[src/rtl/muldiv_hilo_ctrl.sv]
// Execute-stage MIPS multiply/divide controller: owns HI/LO, drives the multiplier and
// sequences the divider handshake. Optional DIV_ZERO_FAST_EN: divide-by-zero bypasses the divider.
module muldiv_hilo_ctrl (
  input  logic        clk,
  input  logic        resetn,
  input  logic        es_valid,
  input  logic [5:0]  es_op,
  input  logic [31:0] es_src1,
  input  logic [31:0] es_src2,
  input  logic        es_flush,
  output logic        md_stall,
  output logic [31:0] hi,
  output logic [31:0] lo,
  output logic [1:0]  mul_op,
  output logic [31:0] mul_src1,
  output logic [31:0] mul_src2,
  input  logic [63:0] mul_result,
  output logic [1:0]  div_op,
  output logic [31:0] div_dividend,
  output logic [31:0] div_divisor,
  output logic        div_req_valid,
  input  logic        div_req_ready,
  input  logic        div_resp_valid,
  output logic        div_resp_ready,
  input  logic [63:0] div_result
);

  localparam logic [1:0] StIdle  = 2'd0;
  localparam logic [1:0] StReq   = 2'd1;
  localparam logic [1:0] StWait  = 2'd2;
  localparam logic [1:0] StDrain = 2'd3;

  logic [1:0]  state_q, state_d;
  logic [31:0] hi_q, hi_d, lo_q, lo_d;
  logic [31:0] dividend_q, divisor_q;
  logic [1:0]  div_op_q;
  logic        req_pend_q, req_pend_d;

  logic is_mul, is_div, is_mthi, is_mtlo, st_idle, go, div_zero, div_start;

  assign is_mul  = es_op[0] | es_op[1];
  assign is_div  = es_op[2] | es_op[3];
  assign is_mthi = es_op[4];
  assign is_mtlo = es_op[5];
  assign st_idle = (state_q == StIdle);
  assign go      = es_valid & ~es_flush & st_idle;

`ifdef DIV_ZERO_FAST_EN
  assign div_zero = is_div & (es_src2 == 32'd0);
`else
  assign div_zero = 1'b0;
`endif

  assign div_start = go & is_div & ~div_zero;

  assign mul_op   = es_valid ? {es_op[1], es_op[0]} : 2'b00;
  assign mul_src1 = es_src1;
  assign mul_src2 = es_src2;

  // In IDLE the request is driven straight from execute; afterwards from the latched copy.
  assign div_op       = st_idle ? (div_start ? {es_op[3], es_op[2]} : 2'b00) : div_op_q;
  assign div_dividend = st_idle ? es_src1 : dividend_q;
  assign div_divisor  = st_idle ? es_src2 : divisor_q;

  // A flushed request stays up in DRAIN until the divider takes it.
  assign div_req_valid  = div_start | (state_q == StReq) | ((state_q == StDrain) & req_pend_q);
  assign div_resp_ready = (state_q == StWait) | (state_q == StDrain);

  assign md_stall = div_start | (state_q == StReq) | ((state_q == StWait) & ~div_resp_valid) |
                    ((state_q == StDrain) & es_valid & (es_op != 6'd0));

  assign hi = hi_q;
  assign lo = lo_q;

  always_comb begin
    state_d    = state_q;
    req_pend_d = req_pend_q;
    hi_d       = hi_q;
    lo_d       = lo_q;
    case (state_q)
      StIdle: begin
        req_pend_d = 1'b0;
        if (go) begin
          if (is_mul) begin
            {hi_d, lo_d} = mul_result;
          end else if (is_mthi) begin
            hi_d = es_src1;
          end else if (is_mtlo) begin
            lo_d = es_src1;
          end else if (div_zero) begin
            hi_d = es_src1;
            lo_d = 32'hFFFF_FFFF;
          end else if (is_div) begin
            state_d = div_req_ready ? StWait : StReq;
          end
        end
      end
      StReq: begin
        if (es_flush) begin
          state_d    = StDrain;
          req_pend_d = ~div_req_ready;
        end else if (div_req_ready) begin
          state_d = StWait;
        end
      end
      StWait: begin
        if (div_resp_valid) begin
          if (!es_flush) begin
            {hi_d, lo_d} = div_result;
          end
          state_d = StIdle;
        end else if (es_flush) begin
          state_d = StDrain;
        end
      end
      StDrain: begin
        if (req_pend_q) begin
          if (div_req_ready) begin
            req_pend_d = 1'b0;
          end
        end else if (div_resp_valid) begin
          state_d = StIdle;
        end
      end
      default: state_d = StIdle;
    endcase
  end

  always_ff @(posedge clk or negedge resetn) begin
    if (!resetn) begin
      state_q    <= StIdle;
      req_pend_q <= 1'b0;
      hi_q       <= 32'd0;
      lo_q       <= 32'd0;
      dividend_q <= 32'd0;
      divisor_q  <= 32'd0;
      div_op_q   <= 2'b00;
    end else begin
      state_q    <= state_d;
      req_pend_q <= req_pend_d;
      hi_q       <= hi_d;
      lo_q       <= lo_d;
      if (div_start) begin
        dividend_q <= es_src1;
        divisor_q  <= es_src2;
        div_op_q   <= {es_op[3], es_op[2]};
      end
    end
  end

  op_onehot_a: assert property (@(posedge clk) disable iff (!resetn) es_valid |-> $onehot0(es_op));

endmodule

[config.mk]
export PLATFORM = sky130hd
export DESIGN_NAME = muldiv_hilo_ctrl
export DESIGN_NICKNAME = d
export VERILOG_FILES = /design/src/rtl/muldiv_hilo_ctrl.sv
export SDC_FILE = /design/constraint.sdc
export NUM_CORES = 1
export LEC_CHECK = 0
export ABC_AREA = 1
export CAP_MARGIN = 20
export CORE_AREA = 2 2 158 160
export DETAILED_ROUTE_END_ITERATION = 10
export DIE_AREA = 0 0 160 162
export GPL_TIMING_DRIVEN = 0
export MAX_ROUTING_LAYER = met4
export PLACE_DENSITY_LB_ADDON = 0.08
export SETUP_SLACK_MARGIN = 0.1
export SYNTH_ARGS = -nofsm -noshare
export SYNTH_HDL_FRONTEND = slang
export SYNTH_SLANG_ARGS = --single-unit
export TNS_END_PERCENT = 20
[constraint.sdc]
create_clock -name clk -period 1.75 [get_ports clk]
set_input_delay 0.35 -clock clk [delete_from_list [all_inputs] [get_ports clk]]
set_output_delay 0.35 -clock clk [all_outputs]
set_load 0.02 [all_outputs]
**Word-level counts from Yosys, hierarchy flattened**

Cells that the tools add are included.

- Bits in registers: 133
- Bits of input ports: 204
- Output and inout bits: 199
- Logic and storage cells: 85

- Equal/unequal tests: 18
- Multiplexer cells: 35
- Bitwise gates (word level): 17
- Reduce and logical (&&, ||, !) cells: 8

Operators with widths:

| kind | number |
|---|---|
| $mux W32 | 13 |
| $pmux W32 S2 | 2 |
| $mux W2 | 15 |
| $ne A2 B2 Y1 const B | 9 |
| $ne A3 B3 Y1 const B | 5 |
| $reduce_and A9 Y1 | 1 |
| $pmux W2 S4 | 1 |
| $and A1 B1 Y1 | 7 |
| $or A1 B1 Y1 | 7 |
| $reduce_and A6 Y1 | 1 |
| $reduce_bool A6 Y1 | 1 |
| $reduce_and A5 Y1 | 1 |
| $eq A2 B2 Y1 const B | 2 |
| $mux W1 | 3 |
| $not A1 Y1 | 3 |
| $pmux W1 S3 | 1 |
| $reduce_bool A3 Y1 | 1 |
| $eq A2 B1 Y1 const B | 1 |
| $logic_not A2 Y1 | 1 |
| $ne A2 B1 Y1 const B | 1 |
| $reduce_and A2 Y1 | 1 |
| $reduce_bool A2 Y1 | 1 |

**Longest topological paths before layout**

Gate-level depths: netlist of the first run.

- Depth after elaboration: 7
- Mapped depth: 10
- Gate-level depth less buffers: 8

**Least setup slack after synthesis of the first run**

Ideal clock, no wire load.

- Path type: reg-to-output
- Start: register state_q[0]
- End: output port div_dividend[0]
- Arrival: 1539 ps
- Data required time: 1400 ps
- Slack: -139 ps
- Cell stages (with the launch flop): 7
- Buffers on the path: 3
- Path through: dfrtp_1 -> buf_6 -> nor2_8 -> inv_2 -> buf_2 -> clkbuf_1 -> o21ai_0

- Word-level cells in the longest chain between the ends: 2

RTL lines:

| item | RTL line | text |
|---|---|---|
| start, declared | 33 | `logic [1:0] state_q, state_d;` |
| start signal, assigned | 131 | `state_q <= StIdle;` |
| start signal, assigned | 139 | `state_q <= state_d;` |
| $logic_not A2 Y1 | 45 | `assign st_idle = (state_q == StIdle);` |
| $mux W32 | 62 | `assign div_dividend = st_idle ? es_src1 : dividend_q;` |
| end, declared | 19 | `output logic [31:0] div_dividend,` |

Every way passes these cells.

**Final worst setup path of the first run**

- Start: register state_q[0]
- End: output port div_dividend[22]

Same word-level chain as after synthesis.

==> results of run 1 <==
==> where the power goes <==
group          leakage, nW  switching (mW)  total [mW]  internal, mW
Combinational         5.90            8.37        14.4          6.00
Sequential            1.66           0.765        5.34          4.58
Clock                0.254            1.46        3.34          1.88
Total                 7.81            10.6        23.0          12.5
==> routing by layer <==
| metal | vias up | wire [um] | GRT usage | share of wire |
|---|---|---|---|---|
| li1 | 4559 | - | - | - |
| met1 | 4208 | 14400 | 0.324 | 0.43 |
| met2 | 316 | 16300 | 0.427 | 0.49 |
| met3 | 36 | 2310 | 0.0623 | 0.069 |
| met4 | 0 | 514 | 0.0598 | 0.015 |
| met5 | - | 0 | - | 0 |
==> layout by cell type, fill, tap and decap left out, types with 3 or more instances in the layout <==
cell type	count
buf_2	13
buf_4	197
buf_6	33
clkbuf_1	12
clkbuf_16	24
clkbuf_2	3
clkbuf_4	10
clkbuf_8	7
clkdlybuf4s15_2	4
clkdlybuf4s50_1	194
clkinv_2	3
clkinv_4	4
clkinvlp_4	4
dfrtp_1	133
dlygate4sd2_1	3
dlymetal6s2s_1	65
inv_1	78
nand2_1	624
nand2_2	7
nand3_1	7
nand4_1	4
nor2_1	5
o21ai_0	69
o21ai_1	73
o21ai_2	49
o21ai_4	7
==> cell type report <==
cell class                      instances  area, um^2  share of cell area
Timing Repair Buffer                  412        4030               0.295
Multi-Input combinational cell        858        3880               0.284
Sequential cell                       133        3330               0.243
Buffer                                138        1170              0.0856
Clock buffer                           20         457              0.0334
Tap cell                              324         405              0.0296
Inverter                               83         322              0.0235
Clock inverter                         11        80.1             0.00585
Antenna cell                            2        5.00            0.000366
==> per-stage QoR <==
stage / std cells / util / worst slack (ns) / hold WS [ns] / setup TNS (ns)
floorplan: 1212 / - / 0.00478 / 0.0544 / 0
detailed placement: 1938 / 0.526 / -1.27 / 0.375 / -118.96
finish: 1981 / 0.567 / -0.399 / 0.385 / -22.57
global route: 1981 / 0.567 / -0.470 / 0.384 / -32.87
global placement: 1937 / 0.525 / -5.61 / 0.462 / -861.99
CTS: 1980 / 0.560 / -0.458 / 0.359 / -67.24
==> flip-flops by register name, summed over array words and instances, names as in the netlist <==
signal	flops
lo	32
div_op_q	2
state_q	2
divisor_q	32
hi	32
req_pend_q	1
dividend_q	32
==> synth_stat cells (all sizes together) <==
cell type,number
nand2,631
o21ai,198
dfrtp,133
buf,111
inv,83
clkbuf,27
nand3,8
nor2,8
nand4,6
a21oi,3
o211ai,2
nand3b,1
nor3,1
==> what timing repair did <==
action	in CTS	in global routing
resized for setup	489	164
setup buffers	10	2
hold buffers	1	0
hold endpoints to repair	57	0
pin swaps	5	5
cloned	0	1
endpoints found under the setup margin	261	315
==> worst max path at each step <==
stage                     from          endpoint  slack [ns]  depth (start not counted)
global placement        resetn            hi[10]       -5.61                          1
global route        state_q[0]     div_req_valid       -0.47                          8
finish              state_q[0]  div_dividend[22]       -0.40                          7
floorplan           state_q[0]  div_dividend[10]       0.005                          6
CTS                 state_q[1]     div_req_valid       -0.46                          8
detailed placement    es_valid     div_req_valid       -1.27                          7
==> cell families (layout without fill, tap and decap cells) <==
logic type / Yosys count / after routing / share of synthesized area
and+or+nand+nor: 655 / 655 / 0.309
other: 0 / 2 / 0
DFF: 133 / 133 / 0.405
buffers and inverters: 221 / 664 / 0.146
AOI/OAI and AO/OA: 203 / 203 / 0.141
==> tightest hold or removal path, cell delays in order <==
cell and delay [ns]:
clkdlybuf4s15_2 0.24, inv_1 0.09, o21ai_1 0.07
==> metrics.yaml, run 1 <==
outcome:
  status: "finished, violations left"
  violations: "setup timing"
sta:
  max_freq_mhz: 465
  period_minus_slack_ns: 2.15
  finalCritPeriodShare: 1.23
  tightest_slew_ns: 0.630
  setup_viol: 77
  max-slew-margin-rel: 0.580
  slew_violations: 0
  finalHoldViolations: 0
  rsz0062_at_grt: "true"
  fin_ws_ns: -0.399
  finClkSkew_ns: 0.0146
clock_tree:
  cts_tree: "built"
  cts_buffer_depth: 2
  cts-root-buf: "clkbuf_16"
  clkLatencyLatePin_ns: 0.42
  clock_sinks: 133
  numCtsBuffers: 17
  cts_max_level: 4
  clk_pin_slew_ns: 0.06
grt:
  grt_usage: 0.259
  grt_pass1_vias: 8931
  grt_max_degree: 77
  grt_overflow: 0
  grt_antenna_before_repair: 2
  grt_pass1_wl_mm: 50.5
detailed_routing:
  via_per_inst: 4.60
  drc: 0
  drt_iter0_markers: 463
  wire_per_inst_um: 16.9
  detail-route-antenna-nets: 0
  wirelength_mm: 33.5
  vias: 9119
  dr.pass1.iters: 4
setup_path:
  cpPeakStageDelay_ns: 0.37
  path_buf_inv: 5
  start_kind: "flop"
  worst_path_most_repeated_cell: "buf_6"
  reg2reg_to: "lo[16]"
  path_cells: "buf_6 > nor2_8 > inv_4 > buf_6 > clkbuf_16 > o21ai_4 > buf_6"
  worst-r2r-cell-count: 9
  cp_max_fo: 10
  critPathKind: "flop to output pin"
  cp-end-kind: "output pin"
  cp_top_family: "buffers and inverters"
  critical_path.slowest_cell: "dfrtp_1"
  reg2reg_from: "state_q[0]"
  required_ns: 1.40
  rrSetupSlack_ns: -0.02
  critPathArrivalTime_ns: 1.80
finish:
  drive_gt1_frac: 0.231
  n_fill_cell: 2447
  final_area_um2: 13700
  syn2layout_area_growth_pct: 66.3
  fin_nets: 1847
placement:
  hpwl_mm: 25.3
  io_buffers: 401
  place.gp.congestion: 0.896
  place_area_um2: 12700
die:
  fp-row-count: 57
  dieArea_um2: 25900
  fp.dieW_um: 160
  ios: 403
  floorplan.initialDensity: 0.341
  die_h_um: 162
  core_um2: 24100
power:
  power_density_nw_per_um2: 1680
  irDropWorstVdd_mv: 0.729
  p_total_mw: 23.0
  power.leakage_nw: 7.81
synthesis:
  netlist_top_cells_area: "dfrtp_1, nand2_1, o21ai_0"
  synthesis.nets: 1416
  ys_seq_area_frac: 0.405
  netlist.area_leader.share: 0.405
  syn-mean-instance-area_um2: 6.79
  synth_cells: 1212
  synth.cell_area_um2: 8230
  synth-seq-cells: 133
  synth.largest_area_cell: "dfrtp_1"
  ys_types: 23
  synth_warnings: 0
worst_hold_path:
  hold_start: "es_src1[27]"
  min_path_cells: 3
  whs_endpoint: "dividend_q[27]"
  hp-class: "input pin to flop"
job:
  cap_violations: 0
Note: power is estimated with default switching activity, not from simulation.
==> run 2: changes to the inputs <==
--- a/config.mk
+++ b/config.mk
@@ -7,9 +7,11 @@
 export LEC_CHECK = 0
 export ABC_AREA = 1
 export CAP_MARGIN = 20
-export CORE_AREA = 2 2 158 160
+export CELL_PAD_IN_SITES_DETAIL_PLACEMENT = 1
+export CELL_PAD_IN_SITES_GLOBAL_PLACEMENT = 1
+export CORE_MARGIN = 2
+export CORE_UTILIZATION = 28
 export DETAILED_ROUTE_END_ITERATION = 10
-export DIE_AREA = 0 0 160 162
 export GPL_TIMING_DRIVEN = 0
 export MAX_ROUTING_LAYER = met4
 export PLACE_DENSITY_LB_ADDON = 0.08
==> metrics.yaml, run 2 (synthesized netlist as in run 1, its figures left out) <==
grt:
  grt_max_degree: 90  # +17%
  grt_usage: 0.244  # -0.0148
  grt_antenna_before_repair: 1  # -1
  grt_pass1_vias: 9758  # +9.3%
  grt_pass1_wl_mm: 56.1  # +11%
  grt_overflow: 0  # unchanged
die:
  dieArea_um2: 30800  # +19%
  fp-row-count: 62  # +8.8%
  die_h_um: 175  # +8.3%
  ios: 403  # unchanged
  fp.dieW_um: 175  # +9.6%
  core_um2: 28800  # +19%
  floorplan.initialDensity: 0.286  # -0.0554
setup_path:
  required_ns: 1.40  # about the same
  cp_max_fo: 6  # -4
  critPathKind: "flop to output pin"
  cp-end-kind: "output pin"
  start_kind: "flop"
  critPathArrivalTime_ns: 1.85  # +0.05 ns
sta:
  tightest_slew_ns: 0.604  # -0.0262 ns
  max-slew-margin-rel: 0.597  # +0.0174
  finClkSkew_ns: 0.0152  # +0.000668 ns
  max_freq_mhz: 455  # -2.3%
  fin_ws_ns: -0.450  # -0.0515 ns
  slew_violations: 0  # unchanged
  setup_tns_ns: -26.71  # -4.14 ns
  finalHoldViolations: 0  # unchanged
  period_minus_slack_ns: 2.20  # +0.0515 ns
  setup_viol: 162  # +110%
  finalCritPeriodShare: 1.26  # +0.0294
  rsz0062_at_grt: "true"
power:
  switchingPower_mw: 11.1  # +5.3%
  irDropWorstVdd_mv: 0.609  # -16%
  clkPwrFrac: 0.149  # +0.004
  power.leakage_nw: 7.86  # +0.60%
  power_density_nw_per_um2: 1720  # +2.3%
  p_total_mw: 24.1  # +4.4%
  p_int_mw: 12.9  # +3.7%
  swShare: 0.463  # +0.00375
  seq_power_share: 0.223  # -0.009
  p_comb_frac: 0.628  # +0.005
clock_tree:
  clk_pin_slew_ns: 0.06  # about the same
  cts-root-buf: "clkbuf_16"
  clkLatencyLatePin_ns: 0.43  # about the same
  cts_tree: "built"
  numCtsBuffers: 17  # unchanged
  cts_max_level: 4  # unchanged
  cts_buffer_depth: 2  # unchanged
  clock_sinks: 133  # unchanged
detailed_routing:
  top_layer: "met4"
  wirelength_mm: 36.8  # +9.9%
  dr.pass1.iters: 5  # +1
  detail-route-antenna-nets: 0  # unchanged
  via_per_inst: 4.55  # -1.2%
  drc: 0  # unchanged
  wl_met3_mm: 2.45  # +6.2%
  wl_met2_mm: 18.0  # +11%
  vias: 9292  # +1.9%
  wire_per_inst_um: 18.0  # +6.5%
  wl_met1_mm: 15.8  # +10%
  drt_iter0_markers: 454  # -1.9%
job:
  cap_violations: 0  # unchanged
finish:
  multi_input_area_um2: 4000  # +2.9%
  register_area_um2: 3330  # unchanged
  layout_commonest_cell: "nand2_1"
  finalCoreUtilization: 0.485  # -0.0823
  n_fill_cell: 3539  # +45%
  syn2layout_area_growth_pct: 69.7
  fin_nets: 1850  # +0.16%
  final_cell_mix: "nand2_1, clkdlybuf4s50_1, buf_4, dfrtp_1, inv_1"
  drive_gt1_frac: 0.244  # +0.0133
outcome:
  violations: "setup timing"
  status: "finished, violations left"
placement:
  hpwl_mm: 27.9  # +10%
  io_buffers: 401  # unchanged
  place.gp.congestion: 0.844  # -5.8%
worst_hold_path:
  hp-class: "input pin to flop"
## run 2: cell types whose count changed in the layout (fill, tap and decap cells not counted), sizes merged
cell | before | now
buf | 246 | 253
bufinv | 0 | 1
clkbuf | 56 | 52
clkinv | 7 | 5
diode | 2 | 1
dlygate4sd2 | 3 | 2
inv | 83 | 86
## run 2: area by class of cell
type                            count  area share
Buffer                            138      0.0858
Clock inverter                     13     0.00878
Sequential cell                   133       0.238
Inverter                           83      0.0230
Antenna cell                        1    0.000179
Clock buffer                       19      0.0317
Timing Repair Buffer              415       0.292
Multi-Input combinational cell    858       0.286
Tap cell                          384      0.0344
## run 2: worst paths after layout
| check | start | to | depth (start not counted) | slack, ns |
|---|---|---|---|---|
| setup / recovery | state_q[0] | div_req_valid | 8 | -0.45 |
| hold / removal | es_src1[16] | dividend_q[16] | 3 | 0.41 |
| setup reg to reg | state_q[0] | dividend_q[11] | 11 | -0.08 |
| hold reg to reg | lo[31] | lo[31] | 2 | 0.48 |
| max in group asynchronous | resetn | dividend_q[8] | 3 | 0.47 |
| min in group asynchronous | resetn | hi[26] | 2 | 0.42 |
## run 2: timing repair
action / CTS / global route
hold buffers: 1 / 0
pin swaps: 5 / 5
buffers inserted: 5 / 7
cloned: 0 / 0
resized for setup: 472 / 238
setup endpoints to repair: 278 / 314
endpoints found under the hold margin: 44 / 0
## run 2: power by group through the flow
stage	registers [mW]	logic [mW]	clock network (mW)
3_5_place_dp	5.37	13.9	0
5_1_grt	5.54	16.4	3.79
2_1_floorplan	6.10	6.67	0
4_1_cts	5.37	14.4	3.68
6_report	5.37	15.1	3.60
3_3_place_gp	5.33	13.7	0
## run 2: worst max-delay path: stages (launching register included)
cell	delay [ns]
dfrtp_1	0.38
buf_6	0.15
nor2_8	0.11
inv_4	0.05
nor3_4	0.21
inv_2	0.09
clkbuf_16	0.16
o211ai_1	0.08
buf_4	0.19
## run 2: routing by layer
layer  GRT usage  up-vias
li1            -     4565
met1       0.298     4425
met2       0.412      271
met3      0.0563       31
met4      0.0545        0
met5           -        -
## run 2: through the flow
| step | hold WS (ns) | cells | area (um^2) | worst slack (ns) |
|---|---|---|---|---|
| CTS | 0.406 | 2036 | 13500 | -0.470 |
| global route | 0.412 | 2044 | 14000 | -0.518 |
| floorplan | 0.0544 | 1212 | 8240 | 0.00478 |
| detailed placement | 0.313 | 1998 | 12800 | -1.25 |
| finish | 0.411 | 2044 | 14000 | -0.450 |
| global placement | 0.460 | 1997 | 12700 | -5.68 |
